[src/rtl/apb_timer_arbiter.sv]
// Two-requester round-robin arbiter driving a single APB master port.
// Define APB_TIMER_ARB_TIMEOUT_EN to abort ACCESS after 16 stalled cycles.
module apb_timer_arbiter #(
    parameter int ADDR_WIDTH = 2,
    parameter int DATA_WIDTH = 8
) (
    input  logic                  clk,
    input  logic                  preset,
    input  logic                  r0_req,
    input  logic                  r1_req,
    input  logic                  r0_write,
    input  logic                  r1_write,
    input  logic [ADDR_WIDTH-1:0] r0_addr,
    input  logic [ADDR_WIDTH-1:0] r1_addr,
    input  logic [DATA_WIDTH-1:0] r0_wdata,
    input  logic [DATA_WIDTH-1:0] r1_wdata,
    output logic [1:0]            done,
    output logic [DATA_WIDTH-1:0] rdata,
    output logic                  err,
    output logic [ADDR_WIDTH-1:0] paddr,
    output logic                  pwrite,
    output logic                  psel,
    output logic                  penable,
    output logic [DATA_WIDTH-1:0] pwdata,
    input  logic [DATA_WIDTH-1:0] prdata,
    input  logic                  pready,
    input  logic                  pslverr
);

    typedef enum logic [1:0] {
        IDLE,
        SETUP,
        ACCESS,
        DONE
    } state_t;

    state_t                state, state_n;
    logic                  last_grant, last_grant_n;
    logic                  pick;
    logic [1:0]            done_n;
    logic [DATA_WIDTH-1:0] rdata_n;
    logic                  err_n;
    logic [ADDR_WIDTH-1:0] paddr_n;
    logic                  pwrite_n;
    logic                  psel_n;
    logic                  penable_n;
    logic [DATA_WIDTH-1:0] pwdata_n;
`ifdef APB_TIMER_ARB_TIMEOUT_EN
    logic [3:0]            wait_cnt, wait_cnt_n;
`endif

    // last_grant doubles as the owner of the transfer in flight
    always_comb begin
        pick = 1'b0;
        if (r0_req && r1_req) begin
            pick = ~last_grant;
        end else if (r1_req) begin
            pick = 1'b1;
        end
    end

    always_comb begin
        state_n      = state;
        last_grant_n = last_grant;
        done_n       = 2'b00;
        rdata_n      = rdata;
        err_n        = err;
        paddr_n      = paddr;
        pwrite_n     = pwrite;
        psel_n       = psel;
        penable_n    = penable;
        pwdata_n     = pwdata;
`ifdef APB_TIMER_ARB_TIMEOUT_EN
        wait_cnt_n   = wait_cnt;
`endif
        unique case (state)
            IDLE: begin
                if (r0_req || r1_req) begin
                    state_n      = SETUP;
                    last_grant_n = pick;
                    paddr_n      = pick ? r1_addr : r0_addr;
                    pwrite_n     = pick ? r1_write : r0_write;
                    pwdata_n     = pick ? r1_wdata : r0_wdata;
                    psel_n       = 1'b1;
                    penable_n    = 1'b0;
                end
            end
            SETUP: begin
                state_n   = ACCESS;
                penable_n = 1'b1;
`ifdef APB_TIMER_ARB_TIMEOUT_EN
                wait_cnt_n = 4'd0;
`endif
            end
            ACCESS: begin
                if (pready) begin
                    state_n   = DONE;
                    psel_n    = 1'b0;
                    penable_n = 1'b0;
                    err_n     = pslverr;
                    done_n    = last_grant ? 2'b10 : 2'b01;
                    if (!pwrite) begin
                        rdata_n = prdata;
                    end
                end
`ifdef APB_TIMER_ARB_TIMEOUT_EN
                else if (wait_cnt == 4'd15) begin
                    state_n   = DONE;
                    psel_n    = 1'b0;
                    penable_n = 1'b0;
                    err_n     = 1'b1;
                    rdata_n   = '0;
                    done_n    = last_grant ? 2'b10 : 2'b01;
                end else begin
                    wait_cnt_n = wait_cnt + 4'd1;
                end
`endif
            end
            DONE: begin
                state_n = IDLE;
            end
            default: begin
                state_n = IDLE;
            end
        endcase
    end

    always_ff @(posedge clk or posedge preset) begin
        if (preset) begin
            state      <= IDLE;
            last_grant <= 1'b1;
            done       <= 2'b00;
            rdata      <= '0;
            err        <= 1'b0;
            paddr      <= '0;
            pwrite     <= 1'b0;
            psel       <= 1'b0;
            penable    <= 1'b0;
            pwdata     <= '0;
`ifdef APB_TIMER_ARB_TIMEOUT_EN
            wait_cnt   <= 4'd0;
`endif
        end else begin
            state      <= state_n;
            last_grant <= last_grant_n;
            done       <= done_n;
            rdata      <= rdata_n;
            err        <= err_n;
            paddr      <= paddr_n;
            pwrite     <= pwrite_n;
            psel       <= psel_n;
            penable    <= penable_n;
            pwdata     <= pwdata_n;
`ifdef APB_TIMER_ARB_TIMEOUT_EN
            wait_cnt   <= wait_cnt_n;
`endif
        end
    end

endmodule
[config.mk]
export PLATFORM = sky130hd
export DESIGN_NAME = apb_timer_arbiter
export DESIGN_NICKNAME = d
export VERILOG_FILES = /design/src/rtl/apb_timer_arbiter.sv
export SDC_FILE = /design/constraint.sdc
export NUM_CORES = 1
export LEC_CHECK = 0
export CORE_MARGIN = 3
export CORE_UTILIZATION = 43
export DETAILED_ROUTE_END_ITERATION = 16
export PLACE_DENSITY_LB_ADDON = 0.15
export SETUP_SLACK_MARGIN = 0.05
export SYNTH_ARGS = -nofsm -noshare
export SYNTH_HDL_FRONTEND = slang
export SYNTH_SLANG_ARGS = --single-unit
[constraint.sdc]
create_clock -name clk -period 2.6 [get_ports clk]
set_input_delay 0.39 -clock clk [delete_from_list [all_inputs] [get_ports clk]]
set_output_delay 0.39 -clock clk [all_outputs]
set_load 0.05 [all_outputs]
Word-level counts from Yosys, hierarchy flattened:

Cells that the tools add are included.
Widths: inputs -> output; s select.

* bits of input ports: 36
* register bits after elaboration: 27
* word-level logic and storage cells: 44
* output and inout bits: 24

* reductions and logical operators: 11
* equal/unequal tests: 5
* mux-type cells: 16
* bitwise logic cells: 2

Operators by type and width (count)
* $mux 2: 6
* $reduce_and 3->1: 3
* $mux 8: 1
* $pmux 2 s4: 1
* $mux 1: 6
* $reduce_and 2->1: 3
* $eq 2x2->1 const B: 2
* $ne 2x2->1 const B: 2
* $pmux 1 s3: 1
* $reduce_bool 3->1: 1
* $eq 2x1->1 const B: 1
* $logic_not 2->1: 1
* $not 1->1: 2
* $pmux 1 s2: 1
* $reduce_bool 2->1: 1
* $logic_and 1x1->1: 1
* $logic_or 1x1->1: 1

Logic depth before layout (Yosys ltp):

Gate-level depths: netlist of run 1.

* depth after elaboration: 3
* depth in mapped cells: 6
* mapped depth without buffers: 5

Least setup slack after synthesis of run 1:

Ideal clock, no wire load.

* kind: register to register
* start point: register state[0]
* end point: register rdata[0]
* path buffers: 1
* library setup time: 125 ps
* arrival time: 1410 ps
* slack: 1065 ps
* clock period less this slack: 1535 ps
* cell stages (with the launch flop): 7
* data required time: 2475 ps
* path through: dfrtp_1 -> inv_1 -> ha_1 -> nand2_2 -> or2_1 -> buf_6 -> mux2_4

* cells in the longest elaborated chain, start to end: 2

RTL lines
* start, declared: line 37 `state_t state, state_n;`
* start signal, assigned: line 144 `state <= state_n;`
* $eq 2x2->1: line 76 `unique case (state)`
* $reduce_and 3->1 (no source line)
* end signal, assigned: line 147 `rdata <= rdata_n;`
* end, declared: line 18 `output logic [DATA_WIDTH-1:0] rdata,`

Every way passes these cells.
A chain may end at the register's enable or synchronous reset.

Worst setup path after layout of run 1:

* start point: register rdata[6]
* end point: output port rdata[6]

No word-level cell between the ends.

==> results of run 1 <==
==> worst paths after layout <==
| kind | startpoint | slack (ns) | endpoint |
|---|---|---|---|
| setup / recovery | rdata[6] | 0.68 | rdata[6] |
| hold / removal | preset | 0.38 | rdata[5] |
| setup reg to reg | state[0] | 0.84 | rdata[0] |
| hold reg to reg | penable | 0.53 | penable |
| max in group asynchronous | preset | 1.57 | last_grant |
| min in group clk | penable | 0.53 | penable |
==> through the flow <==
| step | std cells | power [uW] | setup WS, ns | instance area [um^2] |
|---|---|---|---|---|
| 6_report | 202 | 2484 | 0.6839 | 1886 |
| 5_1_grt | 202 | 2638 | 0.6135 | 1886 |
| 4_1_cts | 202 | 2516 | 0.6667 | 1886 |
| 3_5_place_dp | 198 | 2334 | 0.6423 | 1859 |
| 3_3_place_gp | 198 | 2292 | 0.7180 | 1859 |
| 2_1_floorplan | 112 | 1827 | 1.065 | 1247 |
==> report_power, final <==
part | internal (uW) | switching (uW)
Combinational | 604 | 950
Clock | 59.9 | 116
Sequential | 630 | 124
Total | 1290 | 1190
==> cell usage after synthesis <==
cell / n / area [um^2]
dfrtp_1: 26 / 650.6
nand2_1: 22 / 82.58
nor2_1: 14 / 52.55
a31oi_1: 12 / 75.07
mux2_4: 8 / 120.1
ha_1: 5 / 62.56
buf_2: 4 / 20.02
inv_1: 3 / 11.26
mux2_2: 3 / 33.78
a21oi_1: 2 / 10.01
a21bo_2: 1 / 10.01
a21boi_1: 1 / 7.510
and2b_2: 1 / 8.760
and3_2: 1 / 7.510
buf_6: 1 / 11.26
dfstp_2: 1 / 26.28
mux2i_1: 1 / 10.01
nand2_2: 1 / 6.260
nor3_1: 1 / 5.000
nor3b_2: 1 / 12.51
o21a_1: 1 / 7.510
o32a_1: 1 / 10.01
or2_1: 1 / 6.260
==> registers in the layout, indices dropped and copies added, names as in the netlist, 2 cells and up <==
name,cells
rdata,8
state,2
done,2
paddr,2
pwdata,8
==> area by class of cell <==
cell class	instances	area share, %
multi-input combinational	77	28.00
tap	30	1.991
sequential	27	35.90
clock buffer	4	1.393
inverter	3	0.5972
timing repair buffer	61	32.12
==> kinds of logic after synthesis <==
| family | after synthesis | share of synthesized area, % |
|---|---|---|
| mux | 12 | 13.14 |
| fa+ha+maj | 5 | 5.015 |
| simple gates | 42 | 14.54 |
| buf+inv | 8 | 3.410 |
| compound gates | 18 | 9.629 |
| flops | 27 | 54.26 |
==> metal layers <==
metal	up-vias	share of wire, %	GRT usage [%]	wire, um
met5	-	0	0	0
met4	0	0.53	5.696	15
met3	2	9.8	4.968	276
met2	39	52	29.32	1458
met1	482	38	20.52	1075
li1	500	-	-	-
==> out/metrics.yaml, run 1 <==
clock_network:
  clockBufferDepth: 2
  clk_latency_ns: 0.31
  ctsHoldBuffers: 0
  cts_tree: "done"
  cts_setup_buffers: 0
  clkSinkCount: 27
  cts-htree-levels: 1
  cts_root_buf: "clkbuf_4"
  ctsResizeCount: 0
  clk_pin_slew_worst_paths_ns: 0.14
  numCtsBuffers: 3
critical_path:
  critPathSlowestCell: "clkdlybuf4s50_1"
  critical_path_class: "reg -> out"
  r2r_cells: 5
  cp.depth: 1
  critPathMaxStageDelay_ns: 0.82
  worstPathBufferInverterCount: 1
  required_ns: 2.21
  critPathArrivalTime_ns: 1.53
  critPathMaxFanout: 2
  worst_setup_path_end_kind: "output port"
  critPathLaunchType: "register"
  path_cells: "clkdlybuf4s50_1"
  cpLargestDelayFamily: "buffers and inverters"
synthesis:
  yosys_warnings: 0
  yosysSeqAreaShare_pct: 54.26
  syn-instance-count: 112
  netlist_area_um2: 1247
  synth_cell_types: 23
  ys_ff_latch: 27
  syn-mean-instance-area_um2: 11.14
  syn_nets: 153
placed_design:
  io_buffers: 59
  dpl.hpwl_mm: 2.287
  gp_congestion: 0.7229
die:
  core-area_um2: 2613
  ios: 60
  rows: 18
  dieArea_um2: 3583
  dieHeight_um: 59.86
  initial_utilization_pct: 47.75
  fp.dieW_um: 59.86
timing:
  min_period_ns: 1.916
  worst_slew_pin_slew_ns: 0.6947
  relSlewSlack_pct: 53.69
  fmax_ghz: 0.5219
  hold_viol: 0
  fin_hold_ws_ns: 0.3816
  setup_violations: 0
  skew_ns: 0.002027
  rsz0062_at_grt: "false"
  final.setup.tns_ns: 0
  finalMaxSlewViolations: 0
  fin_crit_sh_pct: 73.70
final_layout:
  drive_gt1_share_pct: 12.79
  post-route-util_pct: 72.17
  final_common_cell: "clkdlybuf4s50_1"
  nFillCells: 205
  area_growth_pct: 51.15
  most-common-layout-cells: "clkdlybuf4s50_1, dfrtp_1, nand2_1, nor2_1, a31oi_1"
  multi_input_area_um2: 528.0
  diodes: 0
  regArea_um2: 676.9
  final_nets: 214
power:
  ir_worst_vdd_mv: 1.074
  power_leakage_uw: 0.0008417
  powerDensity_nw_per_um2: 1317
global_routing:
  grt_overflow: 0
  antenna_found_initial: 0
  grt_max_degree: 24
  gr-usage-all-layers_pct: 17.15
  grt_pass1_vias: 1022
  grt_pass1_wl_mm: 4.636
hold_path:
  hp-class: "in -> async"
outcome:
  status: "complete, no violations"
routing:
  post_drt_via_cell_ratio: 5.064
  drt_iter0_markers: 20
  num_vias: 1023
  first_pass_iters: 4
  drcViolationCount: 0
  wl_per_cell_um: 13.99
  ant_nets: 0
  drt_wl_total_mm: 2.825
flow_run:
  max_cap_violations: 0
No activity file was read; power rests on OpenSTA's default activity.
==> run 2: changes to the inputs <==
- CORE_UTILIZATION: 43 -> 40
- clock period: 2.6 -> 2 ns (I/O delays scaled with it)
==> out/metrics.yaml, run 2 (synthesized netlist as in run 1, its figures left out) <==
timing:
  relSlewSlack_pct: 65.61  # was 53.69%
  hold_viol: 0  # unchanged
  skew_ns: 0.006989  # was 0.002027 ns
  worst_slew_pin_slew_ns: 0.5143  # was 0.6947 ns
  fmax_ghz: 0.5452
  setup_violations: 0  # unchanged
  final.setup.tns_ns: 0  # unchanged
  finalMaxSlewViolations: 0  # unchanged
  min_period_ns: 1.834
  rsz0062_at_grt: "false"  # unchanged
  fin_crit_sh_pct: 91.70
critical_path:
  r2r_end: "rdata[0]"  # unchanged
  critPathSlowestCell: "clkdlybuf4s50_1"  # unchanged
  worst_setup_path_end_kind: "output port"  # unchanged
  ff2ff_setup_slack_ns: 0.21  # was 0.84 ns
  r2r_cells: 5  # unchanged
  critical_path_class: "reg -> out"  # unchanged
  cpLargestDelayFamily: "buffers and inverters"  # unchanged
  critPathMaxStageDelay_ns: 0.82  # about the same
  path_cells: "clkdlybuf4s50_1"  # unchanged
  critPathArrivalTime_ns: 1.53  # about the same
  critPathLaunchType: "register"  # unchanged
  required_ns: 1.70  # was 2.21 ns
  critPathMaxFanout: 3  # was 2
  reg2reg_from: "state[0]"  # unchanged
  worstPathBufferInverterCount: 1  # unchanged
die:
  core-area_um2: 2853  # was 2613 um^2
  rows: 19  # was 18
  fp.dieW_um: 61.85  # was 59.86 um
  dieArea_um2: 3825  # was 3583 um^2
  ios: 60  # unchanged
  dieHeight_um: 61.85  # was 59.86 um
  initial_utilization_pct: 43.73  # was 47.75%
clock_network:
  clk_pin_slew_worst_paths_ns: 0.15  # was 0.14 ns
  cts_root_buf: "clkbuf_4"  # unchanged
  cts-htree-levels: 1  # unchanged
  ctsHoldBuffers: 0  # unchanged
  cts_tree: "done"  # unchanged
  ctsResizeCount: 0  # unchanged
  numCtsBuffers: 3  # unchanged
  clk_latency_ns: 0.32  # was 0.31 ns
  clkSinkCount: 27  # unchanged
  clockBufferDepth: 2  # unchanged
  cts_setup_buffers: 0  # unchanged
power:
  power_leakage_uw: 0.0008510  # was 0.0008417 uW
  switching_share_pct: 47.94  # was 47.90%
  seq_power_share_pct: 30.1  # was 30.4%
  p_comb_share_pct: 62.7  # was 62.6%
  switchingPower_uw: 1568  # was 1190 uW
  powerDensity_nw_per_um2: 1717  # was 1317 nW/um^2
  ir_worst_vdd_mv: 0.7736  # was 1.074 mV
  power.internal_uw: 1703  # was 1294 uW
  pwr-share-clk_pct: 7.2  # was 7.1%
final_layout:
  drive_gt1_share_pct: 14.37  # was 12.79%
  final_nets: 216  # was 214
  reg_top3: "pwdata: 8 flops, rdata: 8 flops"  # unchanged
  regArea_um2: 676.9  # unchanged
  finalNonFillerCells: 205  # was 202
  diodes: 0  # unchanged
  final_common_cell: "clkdlybuf4s50_1"  # unchanged
  most-common-layout-cells: "clkdlybuf4s50_1, dfrtp_1, nand2_1, nor2_1, a31oi_1"  # unchanged
  post-route-util_pct: 66.80  # was 72.17%
  multi_input_area_um2: 528.0  # unchanged
  area_growth_pct: 52.76  # was 51.15%
  nFillCells: 244  # was 205
placed_design:
  io_buffers: 59  # unchanged
  dp_cells: 201  # was 198
  dpl.hpwl_mm: 2.230  # was 2.287 mm
  gp_congestion: 0.7217  # was 0.7229
outcome:
  status: "complete, no violations"  # unchanged
routing:
  ant_nets: 0  # unchanged
  wl_per_cell_um: 13.82  # was 13.99 um
  drcViolationCount: 0  # unchanged
  drt_iter0_markers: 22  # was 20
  post_drt_via_cell_ratio: 5.029  # was 5.064
  num_vias: 1031  # was 1023
  drt_wl_total_mm: 2.833  # was 2.825 mm
  first_pass_iters: 4  # unchanged
global_routing:
  grt_overflow: 0  # unchanged
  antenna_found_initial: 0  # unchanged
  grt_pass1_wl_mm: 4.402  # was 4.636 mm
  grt_pass1_vias: 1004  # was 1022
  grt_max_degree: 28  # was 24
  gr-usage-all-layers_pct: 15.47  # was 17.15%
flow_run:
  max_cap_violations: 0  # unchanged
hold_path:
  hp-class: "in -> async"  # unchanged
## run 2: cell types whose count changed in the layout (fill, tap and decap cells not counted), sizes merged
cell | before | now
clkbuf | 4 | 3
buf | 2 | 4
clkinvlp | 0 | 1
## run 2: layer usage
metal	up-vias	track usage [%]	share of wire, %
li1	503	-	-
met1	485	17.70	40
met2	41	27.35	49
met3	2	5.785	10
met4	0	3.636	0.67
met5	-	0	0
## run 2: power groups by stage
stage	Sequential (uW)	Combinational, uW	Clock (uW)
final	985	2050	237
after global routing	1020	2180	273
after CTS	987	2070	250
after detailed placement	998	2070	0
after global placement	985	2030	0
after floorplan	1780	594	0
## run 2: final cells by class
cell class | count | share of cell area (%)
multi-input cells | 77 | 27.71
flip-flops and latches | 27 | 35.52
clock buffers | 3 | 1.182
clock inverters | 1 | 0.3940
well taps | 31 | 2.035
inverters | 3 | 0.5909
repair buffers | 63 | 32.57
## run 2: worst max-delay path by stage
stage,cells after the start,slack (ns),endpoint,from
after global placement,4,0.20,rdata[0],pready
final,1,0.17,pwrite,pwrite
after global routing,1,0.10,paddr[0],paddr[0]
after detailed placement,4,0.17,rdata[5],pready
after CTS,1,0.14,pwrite,pwrite
after floorplan,6,0.47,rdata[0],state[0]
## run 2: stage by stage
| stage | cell area [um^2] | total power (uW) | setup WS [ns] | hold slack [ns] |
|---|---|---|---|---|
| 2_1_floorplan | 1247 | 2375 | 0.4652 | 0.3520 |
| 3_3_place_gp | 1876 | 3012 | 0.1989 | 0.4947 |
| 3_5_place_dp | 1876 | 3066 | 0.1726 | 0.4957 |
| 4_1_cts | 1906 | 3307 | 0.1408 | 0.3343 |
| 5_1_grt | 1906 | 3474 | 0.1024 | 0.3531 |
| 6_report | 1906 | 3271 | 0.1659 | 0.3222 |
==> run 3: changes to the inputs <==
- CAP_MARGIN: unset -> 30
- SLEW_MARGIN: unset -> 15
==> results of run 3 <==
No change in the layout: final DEF, timing and power equal those of run 2.
